--- src/rtl/transpose_stream_pingpong.sv ---
// Streaming ROWS x COLS tile transpose with two ping-pong tile banks.
// One bank fills while the other drains column-major, or row-major when the tile was written in bypass mode.
module transpose_stream_pingpong #(
  parameter int DATA_WIDTH = 8,
  parameter int ROWS       = 4,
  parameter int COLS       = 4
) (
  input  logic                  clk_p,
  input  logic                  rst_n,
  input  logic                  mode_bypass,
  input  logic                  in_valid,
  output logic                  in_ready,
  input  logic [DATA_WIDTH-1:0] in_data,
  input  logic                  in_last,
  output logic                  out_valid,
  input  logic                  out_ready,
  output logic [DATA_WIDTH-1:0] out_data,
  output logic                  out_last,
  output logic                  err_last
);

  localparam int N     = ROWS * COLS;
  localparam int IDX_W = (N > 1) ? $clog2(N) : 1;
  localparam int OC_W  = (COLS > 1) ? $clog2(COLS) : 1;
  localparam int OR_W  = (ROWS > 1) ? $clog2(ROWS) : 1;
  localparam logic [IDX_W-1:0] IDX_LAST = IDX_W'(N - 1);
  localparam logic [OR_W-1:0]  OR_LAST  = OR_W'(ROWS - 1);

  logic [DATA_WIDTH-1:0] mem_reg [2][N];

  logic [1:0]       full_reg, full_next;
  logic [1:0]       mode_reg, mode_next;
  logic             wsel_reg, wsel_next;
  logic             rsel_reg, rsel_next;
  logic [IDX_W-1:0] wr_idx_reg, wr_idx_next;
  logic [IDX_W-1:0] rd_cnt_reg, rd_cnt_next;
  logic [OC_W-1:0]  oc_reg, oc_next;
  logic [OR_W-1:0]  orow_reg, orow_next;
  logic             err_reg, err_next;

  logic             wr_fire, wr_end, rd_fire, rd_end;
  logic [IDX_W-1:0] tr_idx, rd_idx;

  assign in_ready  = ~full_reg[wsel_reg];
  assign wr_fire   = in_valid & in_ready;
  assign wr_end    = (wr_idx_reg == IDX_LAST);
  assign out_valid = full_reg[rsel_reg];
  assign rd_fire   = out_valid & out_ready;
  assign rd_end    = (rd_cnt_reg == IDX_LAST);

  // Computed at integer width so orow*COLS never truncates before the final resize.
  assign tr_idx   = IDX_W'(int'(orow_reg) * COLS + int'(oc_reg));
  assign rd_idx   = mode_reg[rsel_reg] ? rd_cnt_reg : tr_idx;
  assign out_data = mem_reg[rsel_reg][rd_idx];
  assign out_last = out_valid & rd_end;
  assign err_last = err_reg;

  always_comb begin
    full_next   = full_reg;
    mode_next   = mode_reg;
    wsel_next   = wsel_reg;
    rsel_next   = rsel_reg;
    wr_idx_next = wr_idx_reg;
    rd_cnt_next = rd_cnt_reg;
    oc_next     = oc_reg;
    orow_next   = orow_reg;
    err_next    = err_reg;

    if (wr_fire) begin
      if (wr_idx_reg == '0) mode_next[wsel_reg] = mode_bypass;
      if (in_last != wr_end) err_next = 1'b1;
      if (wr_end) begin
        full_next[wsel_reg] = 1'b1;
        wsel_next           = ~wsel_reg;
        wr_idx_next         = '0;
      end else begin
        wr_idx_next = wr_idx_reg + 1'b1;
      end
    end

    // Write and read never target the same bank in one cycle: one needs it empty, the other full.
    if (rd_fire) begin
      if (rd_end) begin
        full_next[rsel_reg] = 1'b0;
        rsel_next           = ~rsel_reg;
        rd_cnt_next         = '0;
        oc_next             = '0;
        orow_next           = '0;
      end else begin
        rd_cnt_next = rd_cnt_reg + 1'b1;
        if (orow_reg == OR_LAST) begin
          orow_next = '0;
          oc_next   = oc_reg + 1'b1;
        end else begin
          orow_next = orow_reg + 1'b1;
        end
      end
    end
  end

  always_ff @(posedge clk_p) begin
    if (!rst_n) begin
      full_reg   <= '0;
      mode_reg   <= '0;
      wsel_reg   <= 1'b0;
      rsel_reg   <= 1'b0;
      wr_idx_reg <= '0;
      rd_cnt_reg <= '0;
      oc_reg     <= '0;
      orow_reg   <= '0;
      err_reg    <= 1'b0;
    end else begin
      full_reg   <= full_next;
      mode_reg   <= mode_next;
      wsel_reg   <= wsel_next;
      rsel_reg   <= rsel_next;
      wr_idx_reg <= wr_idx_next;
      rd_cnt_reg <= rd_cnt_next;
      oc_reg     <= oc_next;
      orow_reg   <= orow_next;
      err_reg    <= err_next;
    end
  end

  genvar gi;
  generate
    for (gi = 0; gi < 2; gi++) begin : g_bank
      always_ff @(posedge clk_p) begin
        if (wr_fire && (wsel_reg == 1'(gi))) mem_reg[gi][wr_idx_reg] <= in_data;
      end
    end
  endgenerate

endmodule

--- config.mk ---
export PLATFORM = sky130hd
export DESIGN_NAME = transpose_stream_pingpong
export DESIGN_NICKNAME = d
export VERILOG_FILES = /design/src/rtl/transpose_stream_pingpong.sv
export SDC_FILE = /design/constraint.sdc
export NUM_CORES = 1
export LEC_CHECK = 0
export ABC_CLOCK_PERIOD_IN_PS = 7500
export CAP_MARGIN = 10
export CORE_MARGIN = 3
export CORE_UTILIZATION = 60
export CTS_CLUSTER_DIAMETER = 120
export DETAILED_ROUTE_END_ITERATION = 8
export HOLD_SLACK_MARGIN = 0.08
export PLACE_DENSITY = 0.74
export RECOVER_POWER = 50
export SYNTH_ARGS = -nofsm -noshare
export SYNTH_HDL_FRONTEND = slang
export SYNTH_SLANG_ARGS = --single-unit
export TNS_END_PERCENT = 30
--- constraint.sdc ---
create_clock -name clk_p -period 7.5 [get_ports clk_p]
set_clock_uncertainty 0.15 [all_clocks]
set_input_delay 0.75 -clock clk_p [delete_from_list [all_inputs] [get_ports clk_p]]
set_output_delay 0.75 -clock clk_p [all_outputs]
set_load 0.03 [all_outputs]
# --- After elaboration in Yosys (flattened, before gate mapping) ---
# Memories as Yosys holds them, arrays and structs flattened. A register that Yosys moved wholly into a read port is not among the register bits.
# Index checks and enable logic that the tools add are counted.
word_totals:
  register_bits: 19
  latch_bits: 0
  ram_bits: 256
  rom_bits: 0
  input_bits: 14
  n_memories: 1
memory_table:
  columns: ["memory", "depth", "word_bits", "read_ports", "rd_ports_with_merged_regs", "write_ports", "line", "rtl"]
  rows:
  - ["mem_reg", 2, 128, 1, 1, 1, "29", "logic [DATA_WIDTH-1:0] mem_reg [2][N];"]
op_classes:
  add_sub_neg: 5
  mul: 0
  div_mod_pow: 0
  n_lt_le_gt_ge: 7
  eq_ne: 4
  shifts: 0
  muxes: 36
  bitwise: 11
  reduce_logical: 13
op_table:
  columns: ["cell", "n"]
  rows:
  - ["2-to-1 mux 128 bit", 4]
  - ["OR reduction 128 bit", 1]
  - ["binary-select mux 8 bit (select 4 bit)", 1]
  - ["demux 8 bit (select 4 bit)", 1]
  - ["2-to-1 mux 8 bit", 3]
  - ["2-to-1 mux 2 bit", 8]
  - ["2-to-1 mux 1 bit", 13]
  - ["2-to-1 mux 4 bit", 3]
  - ["greater-or-equal comparator 5 bit, second input constant", 2]
  - ["inverter 4 -> 5 bit", 2]
  - ["AND reduction 2 bit", 5]
  - ["adder 4 x 1 -> 4 bit, second input constant", 2]
  - ["== test 4 bit, second input constant", 2]
  - ["logical AND 1 bit", 5]
  - ["less-than comparator 5 x 1 -> 1 bit, second input constant", 1]
  - ["adder 2 x 1 -> 2 bit, second input constant", 2]
  - ["adder 4 x 2 -> 4 bit", 1]
  - ["zero test 4 bit", 1]
  - ["less-than comparator 1 x 2 -> 1 bit, second input constant", 2]
  - ["bitwise AND 1 bit", 3]
  - ["inverter 1 bit", 3]
  - ["bitwise AND 2 bit", 1]
  - ["bitwise mux 2 bit", 1]
  - ["demux 1 bit (select 1 bit)", 2]
  - ["other kinds (6)", 7]

# --- Logic depth before layout (Yosys ltp) ---
# Gate-level depths: netlist (run 1).
depth:
  ltp_word: 10
  mapped_depth: 11
  mapped_depth_nobuf: 6

# --- Worst setup path after synthesis (run 1) ---
# No wires, ideal clock.
synth_timing:
  kind: "reg2out"
  startpoint: "register rsel_reg"
  endpoint: "output port out_data[3]"
  arrival_time_ns: 2.626
  t_required_ns: 6.600
  slack_ns: 3.974
  stages_incl_launch_ff: 10
  path_buffers: 3
  cell_sequence: "dfxtp_1 buf_6 mux2_4 buf_6 mux2i_1 buf_6 mux2_2 a31oi_1 a22oi_1 o221ai_1"
synth_between:
  elab_chain_len: 7
synth_rtl:
  columns: ["element", "line", "rtl"]
  rows:
  - ["from (decl)", "34", "logic rsel_reg, rsel_next;"]
  - ["from (signal assigned)", "116", "rsel_reg <= rsel_next;"]
  - ["2-to-1 mux 1 bit (implied by the code) (2 in a row)", "53", "assign rd_idx = mode_reg[rsel_reg] ? rd_cnt_reg : tr_idx;"]
  - ["2-to-1 mux 4 bit", "53", null]
  - ["inverter 4 -> 5 bit (implied by the code)", "54", "assign out_data = mem_reg[rsel_reg][rd_idx];"]
  - ["binary-select mux 8 bit (select 4 bit)", "54", null]
  - ["2-to-1 mux 8 bit (implied by the code) (2 in a row)", "54", null]
  - ["to (decl)", "17", "output logic [DATA_WIDTH-1:0] out_data,"]
# No other way between the ends. The select of a mux whose other input is x is not followed.

# --- Final worst setup path (run 1) ---
layout_timing:
  startpoint: "register rsel_reg"
  endpoint: "output port out_data[1]"
# Same word-level chain as after synthesis.

==> summary.md, run 1 <==
| Metric | Value |
|---|---|
| Post-synth top cells | `256 x edfxtp_1, 76 x mux2i_1, 47 x nand2_1` |
| Post-synthesis compound-gate area fraction | `4.975%` |
| DRC | `0` |
| GR Overflow Total | `0` |
| Core Area | `18,390 sq um` |
| Initial Util | `62.35%` |
| Post-synth EDFFs | `256` |
| Clock sinks | `276` |
| Worst slew pin tran | `1.410 ns` |
| Setup crit end kind | `primary output` |
| Post-Syn Instances | `696` |
| Pleak | `0.004056 uW` |
| Inserted Diodes | `0` |
| Initial detailed-routing violation count | `731` |
| Clk slew on worst S/H paths | `0.06 ns` |
| Worst IR drop on VDD | `0.2171 mV` |
| CTS buffer count | `27` |
| # H-tree levels | `1` |
| Tcrit/Tclk final | `70.87%` |
| Max-cap violations | `0` |
| Vias/cell | `6.556` |
| Fmax | `188.1 MHz` |
| Sequential-to-total area share from yosys stat | `70.53%` |
| Drt pass-1 iters | `6` |
| Post-synth top flop | `edfxtp_1` |
| Xor-xnor portion of the synthesized cell area | `0.6874%` |
| Fillers | `1,192` |
| Critical path, cell by cell | `mux2_4, mux2_4, buf_4, mux2i_1, o211ai_1, o211ai_1, a32oi_1, clkdlybuf4s50_1` |
| Setup TNS | `0 ns` |
| Initial antenna violation count | `0` |
| First-pass GRT wire length | `38.03 mm` |
| P per Cell Area | `244.1 nW/um^2` |
| Startpoint types | `flip-flop` |
| Arr. time, crit path | `4.42 ns` |
| Wire per inst | `25.73 um` |
| GR Util All Layers | `24.78%` |
| DIE WIDTH | `144.2 um` |
| Ys async rst share | `0%` |
| Top-count cell post-synth | `edfxtp_1` |
| Period minus WS final | `5.315 ns` |
| Final instance area | `12,780 sq um` |
| Via Count | `6,372` |
| Boundary pin count | `26` |
| Worst setup path startpoint | `rsel_reg` |
| Largest net degree at the start of global routing | `62` |
| # rows | `49` |
| Worst-case clock buffer depth | `3` |
| HPWL Detailed | `15.72 mm` |
| Layout cell share with drive strength beyond 1 | `13.46%` |
| Syn nets | `716` |
| #FFs+latches synth | `276` |
| Max-slew violation count | `0` |
| Req. time, crit path | `6.60 ns` |
| Root buffer cell | `clkbuf_16` |
| Worst Path Max Fanout | `45` |
| IO buf count | `25` |
| Fin. Hold Viols | `0` |
| ANT nets after route | `0` |
| Yosys warns | `0` |
| Hold Buf Count CTS | `0` |
| Drt total wl | `25.01 mm` |
| Simple-gate share of the synthesized area | `6.623%` |
| RSZ-0062 raised after global routing | `no` |
| Slew HR | `5.976%` |
| Worst min path class | `flip-flop to flip-flop` |
| Critical Path Slowest Stage Cell | `clkdlybuf4s50_1` |
| Post-cts resize count | `0` |
| TritonCTS clock tree | `yes` |
| Mux contribution to synthesized area | `14.42%` |
| Top post-synthesis cells by area | `edfxtp_1 67%, mux2i_1 6.6%, mux4_2 5.9%` |
| Leading area contributor after synthesis | `edfxtp_1` |
| Clock Latency Late Sink | `0.52 ns` |
| Reg2reg start | `wsel_reg` |
| Placer Congestion | `0.8222` |
| Die area | `20,810 sq um` |
| Area share of fa/ha/maj cells after synthesis | `0.6547%` |
| Die H | `144.2 um` |
| Status | `finished, final reports clean` |
| Setup CP Type | `flip-flop to primary output` |
| Critical path buffer and inverter count | `2` |
| Avg Synthesized Cell Area | `16.48 sq um` |
| Vias in the first global route | `6,312` |
| Main combinational cell family by area after synthesis | `multiplexers` |
| Family with the most delay on the worst path | `multiplexers` |
| Cell Area, Synth | `11,470 sq um` |
| CP peak stage delay | `0.75 ns` |
| Area grow syn2layout | `11.46%` |
| Max FFs per register | `256` |
| # Post-CTS Setup Buffers | `0` |
| Hold path start | `orow_reg[1]` |
| Synth cell types | `48` |
| Final #Nets | `743` |
| Placed inst area | `11,880 sq um` |
| Yosys top cell area share | `67.04%` |
| Setup violators final | `0` |
-- worst paths after layout --
kind	to	slack [ns]	depth (start not counted)
setup / recovery	out_data[1]	2.18	8
hold / removal	orow_reg[1]	0.33	2
setup reg to reg	mem_reg[0][6]	4.95	4
hold reg to reg	orow_reg[1]	0.33	2
-- cell usage in the layout, fill, tap and decap left out, types with 6 or more instances in the layout --
cell / instances
nand3_1: 12
dlygate4sd3_1: 8
nor2b_1: 7
dfxtp_1: 19
a21oi_1: 8
mux4_2: 30
nor2_1: 43
clkbuf_16: 31
o21ai_0: 8
a22oi_1: 6
o211ai_1: 11
edfxtp_1: 256
nor3_1: 16
mux2_2: 11
buf_4: 8
ha_1: 6
nand2_1: 47
clkbuf_1: 9
mux2i_1: 74
xnor2_1: 6
a31oi_1: 12
clkdlybuf4s50_1: 17
-- power by group --
group	internal, uW	switching [uW]	leakage (uW)
registers	1690	4.08	0.00247
clock network	799	540	0.000445
logic	26.1	58.8	0.00114
total	2520	603	0.00406
-- metrics by stage --
stage                     power, uW  worst slack, ns  hold WS (ns)  utilization [%]  std cells
after CTS                      3135            2.162        0.3354            69.51        971
after global placement         1812            2.718        0.3214            64.59        922
final                          3120            2.185        0.3327            69.49        972
after global routing           3203            2.011        0.3657            69.49        972
after floorplan                1766            3.974        0.3033                -        696
after detailed placement       1815            2.719        0.3258            64.59        922
-- metal layers --
| layer | global-route usage (%) | up-vias | part of all wire [%] | wire length, um |
|---|---|---|---|---|
| met2 | 39.17 | 309 | 48 | 12090 |
| met5 | 0 | - | 0 | 0 |
| li1 | - | 2793 | - | - |
| met4 | 5.596 | 0 | 1.4 | 346 |
| met1 | 36.71 | 3237 | 41 | 10320 |
| met3 | 4.795 | 33 | 9.0 | 2250 |
-- worst min-delay path: stages, from the launching register on --
cell	delay, ns
dfxtp_1	0.33
nand2_1	0.06
a21oi_1	0.05
-- logic make-up (layout without fill, tap and decap cells) --
kind of cell | Yosys count | after routing
muxes | 122 | 122
and+or+nand+nor | 160 | 160
buffers and inverters | 44 | 91
adders and majority gates | 6 | 6
DFF | 276 | 276
AOI/OAI and AO/OA | 79 | 79
xor gates and xnor gates | 9 | 9
-- cell type report --
type	instances	area, sq um	area share (%)
clock inverter	10	78.83	0.6167
clock buffer	39	825.8	6.461
inverter	6	22.52	0.1762
sequential	276	8092	63.31
multi-input combinational	376	3154	24.68
timing repair buffer	36	321.6	2.516
tap	229	286.5	2.242
Power figures use the tool's default switching activity.
==> inputs of run 2 (changes only) <==
--- a/config.mk
+++ b/config.mk
@@ -5,14 +5,14 @@
 export SDC_FILE = /design/constraint.sdc
 export NUM_CORES = 1
 export LEC_CHECK = 0
-export ABC_CLOCK_PERIOD_IN_PS = 7500
+export ABC_CLOCK_PERIOD_IN_PS = 4490
 export CAP_MARGIN = 10
 export CORE_MARGIN = 3
-export CORE_UTILIZATION = 60
+export CORE_UTILIZATION = 56
 export CTS_CLUSTER_DIAMETER = 120
 export DETAILED_ROUTE_END_ITERATION = 8
 export HOLD_SLACK_MARGIN = 0.08
-export PLACE_DENSITY = 0.74
+export PLACE_DENSITY = 0.73
 export RECOVER_POWER = 50
 export SYNTH_ARGS = -nofsm -noshare
 export SYNTH_HDL_FRONTEND = slang
==> constraint.sdc (replaced) <==
create_clock -name clk_p -period 4.49 [get_ports clk_p]
set_clock_uncertainty 0.15 [all_clocks]
set_input_delay 0.449 -clock clk_p [delete_from_list [all_inputs] [get_ports clk_p]]
set_output_delay 0.449 -clock clk_p [all_outputs]
set_load 0.03 [all_outputs]
==> run 2 against run 1 <==
  * Register-to-register slack got worse by 2.9 ns
  * Design area rose by 1.3%
  * Sequential share of layout area shrank 0.82 points
  * Clock power rose by 78%
  * Final cell count is 4.7% higher
  * Worst setup slack lost 1.9 ns
  * First-iteration DRC count down 1.1%
  * Total power is 72% higher
  * Largest cell class unchanged
  * Highest routed layer unchanged
==> summary.md, run 2 (synthesis results as in run 1) <==
| Metric | Value |
|---|---|
| IO buf count | `25` |
| RSZ-0062 raised after global routing | `no` |
| # Post-CTS Setup Buffers | `0` |
| Comb pwr share | `2.8%` |
| Slew HR | `17.34%` |
| DRC | `0` |
| Clock sinks | `276` |
| Largest net degree at the start of global routing | `36` |
| Critical Path Slowest Stage Cell | `mux2i_2` |
| Max-cap violations | `0` |
| Placer Congestion | `0.8818` |
| Final #Nets | `751` |
| Core Area | `19,780 sq um` |
| Post-cts resize count | `0` |
| DIE WIDTH | `149.1 um` |
| Die area | `22,230 sq um` |
| First-pass GRT wire length | `38.81 mm` |
| CP peak stage delay | `0.62 ns` |
| Clock network fraction of design power | `44.5%` |
| Family with the most delay on the worst path | `multiplexers` |
| Area grow syn2layout | `12.92%` |
| Register Area | `8092 sq um` |
| CTS buffer count | `28` |
| Worst-case clock buffer depth | `3` |
| Fmax | `240.1 MHz` |
| Initial antenna violation count | `0` |
| Worst slew pin tran | `1.235 ns` |
| Clock Latency Late Sink | `0.53 ns` |
| Wire per inst | `24.87 um` |
| Switching share of total power | `19.40%` |
| Vias/cell | `6.313` |
| Pleak | `0.004121 uW` |
| Arr. time, crit path | `3.57 ns` |
| Reg power frac | `52.7%` |
| Vias in the first global route | `6,461` |
| Via Count | `6,427` |
| Die H | `149.1 um` |
| Setup violators final | `0` |
| ANT nets after route | `0` |
| Commonest non-fill, non-tap cells in the layout | `256 x edfxtp_1, 74 x mux2i_1, 47 x nand2_1` |
| # H-tree levels | `1` |
| Fillers | `1,397` |
| Worst Path Max Fanout | `18` |
| Commonest non-fill, non-tap cell in the layout | `edfxtp_1` |
| Hold Buf Count CTS | `0` |
| Period minus WS final | `4.166 ns` |
| GR Util All Layers | `23.22%` |
| Max-slew violation count | `0` |
| Startpoint types | `flip-flop` |
| Worst IR drop on VDD | `0.3607 mV` |
| Clk slew on worst S/H paths | `0.06 ns` |
| Initial Util | `57.97%` |
| # rows | `51` |
| Drt total wl | `25.32 mm` |
| Initial detailed-routing violation count | `723` |
| Critical path buffer and inverter count | `2` |
| Critical path, cell by cell | `mux2_4, mux2i_2, buf_4, mux4_2, mux2i_1, o221ai_1, buf_4` |
| TritonCTS clock tree | `yes` |
| Status | `finished, final reports clean` |
| Boundary pin count | `26` |
| HPWL Detailed | `16.15 mm` |
| Drt pass-1 iters | `6` |
| Root buffer cell | `clkbuf_16` |
| Cell seen most often among critical-path stages | `buf_4` |
| Setup TNS | `0 ns` |
| Setup crit end kind | `primary output` |
| Worst min path class | `flip-flop to flip-flop` |
| Net Switching | `1043 uW` |
| GR Overflow Total | `0` |
| Setup CP Type | `flip-flop to primary output` |
| Inserted Diodes | `0` |
| Non-Filler Instances | `1,018` |
| Max FFs per register | `256` |
| Fin. Hold Viols | `0` |
| Tcrit/Tclk final | `92.78%` |
| Layout cell share with drive strength beyond 1 | `14.61%` |
| Req. time, crit path | `3.89 ns` |
| Internal | `4332 uW` |
| P per Cell Area | `415.1 nW/um^2` |
| Placed insts | `961` |
| Area of the multi-input gates | `3154 sq um` |
==> run 2: cell types whose count changed in the layout (fill, tap and decap cells not counted), moves of 4 or more <==
cell             before  now
clkinv_1              3   10
bufinv_16             1    5
buf_4                 8   16
buf_12                0    4
clkdlybuf4s50_1      17    9
==> run 2: layer usage <==
layer	global-route usage, %	routed length, um	vias to the layer above	share of wire [%]
li1	-	-	2825	-
met1	33.18	10120	3239	40
met2	38.36	12470	309	49
met3	3.130	2101	54	8.3
met4	6.224	625	0	2.5
met5	0	0	-	0
==> run 2: final timing paths <==
kind         cells after the start  slack (ns)      from             to
max                              7        0.32  rsel_reg    out_data[3]
min                              2        0.36  err_last       err_last
max reg2reg                      4        2.07  wsel_reg  mem_reg[0][6]
min reg2reg                      2        0.36  err_last       err_last
==> run 2: metrics by stage <==
step           worst slack [ns]  total power [uW]  instance area, sq um  hold slack, ns  util, %
2_1_floorplan             1.265              2949                 11470          0.3033        -
3_3_place_gp             0.9276              3033                 11980          0.3281    60.55
3_5_place_dp             0.9118              3041                 11980          0.3484    60.55
4_1_cts                  0.3457              5402                 12930          0.3656    65.38
5_1_grt                  0.1637              5516                 12950          0.4073    65.46
6_report                 0.3244              5374                 12950          0.3608    65.46
==> run 2: worst reg2reg max path, delay by kind of cell, from the launching register on <==
kind	cells	cell delay, ns
flops	1	0.44
buf+inv	1	0.28
simple gates	2	0.96
mux	1	0.30
==> run 2: cell type report <==
type,instances,area share [%]
tap,265,2.561
timing repair buffer,43,3.034
clock buffer,33,5.720
clock inverter,19,1.662
multi-input combinational,376,24.36
inverter,6,0.1739
sequential,276,62.49
==> run 2: power by group through the flow <==
stage               Combinational [uW]  Sequential [uW]  Clock, uW
finish                             152             2830       2390
global route                       164             2830       2520
CTS                                153             2830       2420
detailed placement                 153             2890          0
global placement                   147             2890          0
floorplan                         64.2             2890          0
